`src/rtl/vga_pkg.sv`:
```
// vga_pkg: shared timing constants for the VGA raster generator.
//   - 640x480@60 Hz default timing and the derived line/frame totals
//   - sync polarity constants (syncs are active low)
//   - pixel colour channel width
//   - cnt_width(): register width able to hold modulus-1 (at least 1 bit)
package vga_pkg;

  localparam int CLK_DIV_DEF   = 2;
  localparam int H_VISIBLE_DEF = 640;
  localparam int H_FRONT_DEF   = 16;
  localparam int H_SYNC_DEF    = 96;
  localparam int H_BACK_DEF    = 48;
  localparam int V_VISIBLE_DEF = 480;
  localparam int V_FRONT_DEF   = 10;
  localparam int V_SYNC_DEF    = 2;
  localparam int V_BACK_DEF    = 33;

  localparam int H_TOTAL_DEF = H_VISIBLE_DEF + H_FRONT_DEF + H_SYNC_DEF + H_BACK_DEF;
  localparam int V_TOTAL_DEF = V_VISIBLE_DEF + V_FRONT_DEF + V_SYNC_DEF + V_BACK_DEF;

  localparam logic SYNC_ACTIVE = 1'b0;
  localparam logic SYNC_IDLE   = 1'b1;

  localparam int COLOR_W = 4;

  function automatic int cnt_width(input int modulus);
    return (modulus > 1) ? $clog2(modulus) : 1;
  endfunction

endpackage

```
`src/rtl/vga_wrap_counter.sv`:
```
// vga_wrap_counter: modulo-MODULUS up counter with enable.
// Ports:
//   clk    - clock
//   reset  - synchronous active-high reset (count -> 0)
//   en     - advance the count this clk
//   count  - current count, 0..MODULUS-1
//   wrap   - high in the clk where an enabled count moves MODULUS-1 -> 0
module vga_wrap_counter
  import vga_pkg::*;
#(
  parameter int MODULUS = 800,
  parameter int WIDTH   = cnt_width(MODULUS)
) (
  input  logic             clk,
  input  logic             reset,
  input  logic             en,
  output logic [WIDTH-1:0] count,
  output logic             wrap
);

  logic [WIDTH-1:0] count_q;
  logic [WIDTH-1:0] count_d;
  logic             at_max;

  always_comb begin
    at_max  = (count_q == WIDTH'(MODULUS - 1));
    count_d = count_q;
    if (en) begin
      count_d = at_max ? '0 : count_q + WIDTH'(1);
    end
  end

  always_ff @(posedge clk) begin
    if (reset) begin
      count_q <= '0;
    end else begin
      count_q <= count_d;
    end
  end

  assign count = count_q;
  assign wrap  = en & at_max;

endmodule

```
`src/rtl/vga_timing_controller.sv`:
```
// vga_timing_controller: VGA raster timing, pixel coordinates and pin stage.
// Ports:
//   clk, reset                - system clock, synchronous active-high reset
//   red_in/green_in/blue_in   - drawer colour for the current col/row
//   col, row                  - visible pixel coordinate (0 during blanking)
//   pixel_tick                - last clk of each pixel period
//   video_active              - counters are inside the visible area
//   frame_done                - one-clk pulse when the raster enters vertical blanking
//   vga_red/green/blue        - registered, blank-masked pin colour
//   vga_hsync, vga_vsync      - registered active-low syncs, aligned with colour
module vga_timing_controller
  import vga_pkg::*;
#(
  parameter int CLK_DIV   = CLK_DIV_DEF,
  parameter int H_VISIBLE = H_VISIBLE_DEF,
  parameter int H_FRONT   = H_FRONT_DEF,
  parameter int H_SYNC    = H_SYNC_DEF,
  parameter int H_BACK    = H_BACK_DEF,
  parameter int V_VISIBLE = V_VISIBLE_DEF,
  parameter int V_FRONT   = V_FRONT_DEF,
  parameter int V_SYNC    = V_SYNC_DEF,
  parameter int V_BACK    = V_BACK_DEF
) (
  input  logic               clk,
  input  logic               reset,
  input  logic [COLOR_W-1:0] red_in,
  input  logic [COLOR_W-1:0] green_in,
  input  logic [COLOR_W-1:0] blue_in,
  output logic [31:0]        col,
  output logic [31:0]        row,
  output logic               pixel_tick,
  output logic               video_active,
  output logic               frame_done,
  output logic [COLOR_W-1:0] vga_red,
  output logic [COLOR_W-1:0] vga_green,
  output logic [COLOR_W-1:0] vga_blue,
  output logic               vga_hsync,
  output logic               vga_vsync
);

  localparam int H_TOTAL = H_VISIBLE + H_FRONT + H_SYNC + H_BACK;
  localparam int V_TOTAL = V_VISIBLE + V_FRONT + V_SYNC + V_BACK;
  localparam int DW = cnt_width(CLK_DIV);
  localparam int HW = cnt_width(H_TOTAL);
  localparam int VW = cnt_width(V_TOTAL);

  // Pixel-rate divider
  logic [DW-1:0] div_cnt_q;
  logic [DW-1:0] div_cnt_d;

  always_comb begin
    pixel_tick = (div_cnt_q == DW'(CLK_DIV - 1));
    div_cnt_d  = pixel_tick ? '0 : div_cnt_q + DW'(1);
  end

  always_ff @(posedge clk) begin
    if (reset) begin
      div_cnt_q <= '0;
    end else begin
      div_cnt_q <= div_cnt_d;
    end
  end

  // Raster counters: the line counter steps once per completed line
  logic [HW-1:0] h_cnt;
  logic [VW-1:0] v_cnt;
  logic          h_wrap;
  logic          v_wrap_unused;

  vga_wrap_counter #(.MODULUS(H_TOTAL), .WIDTH(HW)) u_h_cnt (
    .clk   (clk),
    .reset (reset),
    .en    (pixel_tick),
    .count (h_cnt),
    .wrap  (h_wrap)
  );

  vga_wrap_counter #(.MODULUS(V_TOTAL), .WIDTH(VW)) u_v_cnt (
    .clk   (clk),
    .reset (reset),
    .en    (h_wrap),
    .count (v_cnt),
    .wrap  (v_wrap_unused)
  );

  // Raster decode
  logic hsync_raw;
  logic vsync_raw;

  always_comb begin
    video_active = (h_cnt < HW'(H_VISIBLE)) && (v_cnt < VW'(V_VISIBLE));
    // Blanking coordinates read as 0 so downstream tile lookups stay in range
    col = video_active ? 32'(h_cnt) : 32'd0;
    row = video_active ? 32'(v_cnt) : 32'd0;
    hsync_raw = ((h_cnt >= HW'(H_VISIBLE + H_FRONT)) &&
                 (h_cnt <  HW'(H_VISIBLE + H_FRONT + H_SYNC))) ? SYNC_ACTIVE : SYNC_IDLE;
    vsync_raw = ((v_cnt >= VW'(V_VISIBLE + V_FRONT)) &&
                 (v_cnt <  VW'(V_VISIBLE + V_FRONT + V_SYNC))) ? SYNC_ACTIVE : SYNC_IDLE;
    // The tick that ends the last visible line moves the raster to (0, V_VISIBLE)
    frame_done = h_wrap && (v_cnt == VW'(V_VISIBLE - 1));
  end

  // Pin stage: sampled once per pixel, so pins trail the counters by one pixel
  logic [COLOR_W-1:0] red_q, red_d;
  logic [COLOR_W-1:0] green_q, green_d;
  logic [COLOR_W-1:0] blue_q, blue_d;
  logic               hsync_q, hsync_d;
  logic               vsync_q, vsync_d;

  always_comb begin
    red_d   = red_q;
    green_d = green_q;
    blue_d  = blue_q;
    hsync_d = hsync_q;
    vsync_d = vsync_q;
    if (pixel_tick) begin
      red_d   = video_active ? red_in   : '0;
      green_d = video_active ? green_in : '0;
      blue_d  = video_active ? blue_in  : '0;
      hsync_d = hsync_raw;
      vsync_d = vsync_raw;
    end
  end

  always_ff @(posedge clk) begin
    if (reset) begin
      red_q   <= '0;
      green_q <= '0;
      blue_q  <= '0;
      hsync_q <= SYNC_IDLE;
      vsync_q <= SYNC_IDLE;
    end else begin
      red_q   <= red_d;
      green_q <= green_d;
      blue_q  <= blue_d;
      hsync_q <= hsync_d;
      vsync_q <= vsync_d;
    end
  end

  assign vga_red   = red_q;
  assign vga_green = green_q;
  assign vga_blue  = blue_q;
  assign vga_hsync = hsync_q;
  assign vga_vsync = vsync_q;

endmodule

```
`config.mk`:
```
export PLATFORM = sky130hd
export DESIGN_NAME = vga_timing_controller
export DESIGN_NICKNAME = d
export VERILOG_FILES = /design/src/rtl/vga_pkg.sv /design/src/rtl/vga_wrap_counter.sv /design/src/rtl/vga_timing_controller.sv
export SDC_FILE = /design/constraint.sdc
export NUM_CORES = 1
export LEC_CHECK = 0
export ABC_AREA = 1
export BUFFER_PORTS_ARGS = -buffer_cell sky130_fd_sc_hd__buf_2
export CAP_MARGIN = 20
export CORE_ASPECT_RATIO = 2
export CORE_MARGIN = 1
export CORE_UTILIZATION = 43
export DETAILED_ROUTE_END_ITERATION = 10
export PLACE_DENSITY = 0.88
export SYNTH_ARGS = -nofsm -noshare
export SYNTH_HDL_FRONTEND = slang
export SYNTH_SLANG_ARGS = --single-unit
```
`constraint.sdc`:
```
create_clock -name clk -period 1.3 [get_ports clk]
set_input_delay 0.065 -clock clk [delete_from_list [all_inputs] [get_ports clk]]
set_output_delay 0.065 -clock clk [all_outputs]
set_load 0.02 [all_outputs]
```
==> impl_metrics.toml <==
[grt]
grt_pass1_wl_um = 10200
grt_start_max_net_pins = 14
antenna_found_initial = 0
grt_overflow = 0
grt_pass1_vias = 2328
grt.total_usage_pct = 24.8

[logic_synthesis]
synth_area_um2 = 2230
synth-edff-count = 0
synth_seq_cells = 35
yosysSeqAreaShare_pct = 31.4
async_flop_share_pct = 0
synth_most_common_cell = "nand2_1"
synth_top_flop_cell = "dfxtp_1"
syn-mean-instance-area_um2 = 7.00
postSynthCellCount = 319
ys.warnings.count = 0
ys_top_cells_by_area = "dfxtp_1, buf_4, nand2_1, nor2_1, nand3_1"
synth_cell_types = 32
synth.top_cell.area_share_pct = 31.4
synth_top_area_cell = "dfxtp_1"
yosys-top-cells-count = "nand2_1, buf_4, nor2_1"

[final_layout]
num_antenna_cells = 0
fin_util_pct = 71.3
drive_gt1_share_pct = 48.4
nFillCells = 332
finalNetCount = 443
area_growth_pct = 56.6

[worst_setup_path]
cp.required_ns = 1.24
end_kind = "primary output"
crit_fanout = 10
arrival_ns = 1.55
start_kind = "flop"
worstSetupPathType = "flop to primary output"

[clock_network]
cts-htree-levels = 2
cts_tree = "done"
clkSlewWorstSetupHoldPaths_ns = 0.08
insertion_delay_ns = 0.29
cts.sinks = 35
clockBufferDepth = 2
cts_buffers = 5
clockRootBuffer = "clkbuf_8"

[placement]
gp_congestion = 0.948
numPortBuffers = 49
post-place-ws_ns = -0.105
dpl.hpwl_um = 4110

[sta]
rsz0062_at_grt = "yes"
setup_slack_ns = -0.318
finalCritPeriodShare_pct = 124
fmax_mhz = 618
setup_viol = 39
timing.hold.ws_ns = 0.00465
fin_crit_ns = 1.62
tns_ns = -7.73
finalHoldViolCount = 0
fin_skew_ns = 0.0119
slew_violations = 0

[route]
drt_iter0_markers = 84
ant_nets = 0
route.detailed.wl_per_inst_um = 15.4
vias_per_cell = 5.14
wl_um = 7450
via_count = 2485
dr.pass1.iters = 6
drc_errors = 0

[die]
core_um2 = 4910
dieWidth_um = 53.0
dieArea_um2 = 5500
start_util_pct = 45.5
die_y_um = 104
ios = 95
num_rows = 36

[pwr]
pwr-share-seq_pct = 47.0
clock_power_share_pct = 37.6
p_leak_uw = 0.00173
combPwrFrac_pct = 15.4
switchingPower_uw = 696
powerDensity_nw_per_um2 = 679
vdd_drop_max_uv = 1050
power_uw = 2380
swShare_pct = 29.3
p_int_uw = 1680

[run]
cap_violations = 0

[status]
status = "finished, violations left"
violations = "negative setup slack"

[min_path]
hold_path.class = "input pin to flop"
stage by stage:
stage | instances | area, um2
finish | 483 | 3500
global route | 483 | 3500
CTS | 474 | 3210
detailed placement | 446 | 2560
global placement | 446 | 2560
floorplan | 363 | 2410
registers in the layout, indices dropped and copies added (netlist names):
register,count
vga_hsync,1
u_h_cnt.count,10
pixel_tick,1
vga_red,4
vga_green,4
vga_blue,4
u_v_cnt.count,10
vga_vsync,1
layer usage:
metal / up-vias / share of wire [%] / global-route usage (%)
met3: 45 / 6.4 / 4.82
met1: 1144 / 33 / 23.7
met4: 0 / 6.5 / 14.8
met2: 178 / 54 / 45.0
met5: - / 0 / 0
li1: 1118 / - / -
area by class of cell:
class | instances | area, um2 | area share [%]
clock buffers | 7 | 96.3 | 2.75
clock inverters | 1 | 7.51 | 0.215
inverters | 34 | 148 | 4.22
multi-input cells | 242 | 1560 | 44.5
flip-flops and latches | 35 | 729 | 20.9
well taps | 57 | 71.3 | 2.04
repair buffers | 105 | 852 | 24.4
repair inverters | 2 | 36.3 | 1.04
worst max-delay path, stage by stage, from the launching register on:
cell and delay, ns:
dfxtp_4 0.38, inv_2 0.05, nand3_2 0.07, nand3_2 0.08
nor2_4 0.15, buf_12 0.19, inv_12 0.08, nor2_1 0.10
buf_4 0.15
what timing repair did:
action / CTS / global route
cloned: 2 / 0
pin swaps: 9 / 26
hold buffers: 8 / 0
resized for setup: 108 / 61
setup buffers: 11 / 9
endpoints found under the hold margin: 8 / 0
endpoints found under the setup margin: 38 / 52
power by group through the flow:
stage	registers (uW)	logic (uW)	clock network, uW
floorplan	1170	293	0
global placement	1140	293	0
detailed placement	1140	298	0
CTS	1120	334	905
global route	1120	393	935
finish	1120	366	895
final timing paths:
| path | slack, ns | from | end | cells past startpoint |
|---|---|---|---|---|
| worst max-delay path | -0.32 | u_h_cnt.count[8] | col[3] | 8 |
| worst min-delay path | 0.005 | blue_in[3] | vga_blue[3] | 3 |
| worst max register to register | -0.26 | u_v_cnt.count[1] | u_v_cnt.count[9] | 10 |
| worst min register to register | 0.45 | vga_red[3] | vga_red[3] | 2 |
cells in the final DEF (no fill, tap or decap), drive strengths merged:
master / netlist / layout
nor3b: 1 / 1
clkinv: 1 / 1
o22a: 1 / 1
ha: 4 / 4
nor3: 6 / 6
clkbuf: 0 / 7
buf: 52 / 97
xor2: 5 / 5
nor2: 54 / 54
nand3: 26 / 26
nand2: 76 / 76
conb: 1 / 45
a21oi: 8 / 8
o211ai: 1 / 1
a31oi: 1 / 1
clkinvlp: 0 / 1
dfxtp: 35 / 35
inv: 33 / 35
dlygate4sd3: 0 / 8
nand4: 8 / 8
o21ai: 4 / 4
o21bai: 2 / 2
kinds of logic after synthesis:
logic type | Yosys count | share of synthesized area [%]
other cells | 1 | 0.168
flops | 35 | 31.4
buf+inv | 86 | 23.2
compound gates | 17 | 4.37
xor+xnor | 5 | 1.96
simple gates | 171 | 36.7
fa+ha+maj | 4 | 2.24
No activity file was read; power rests on OpenSTA's default activity.
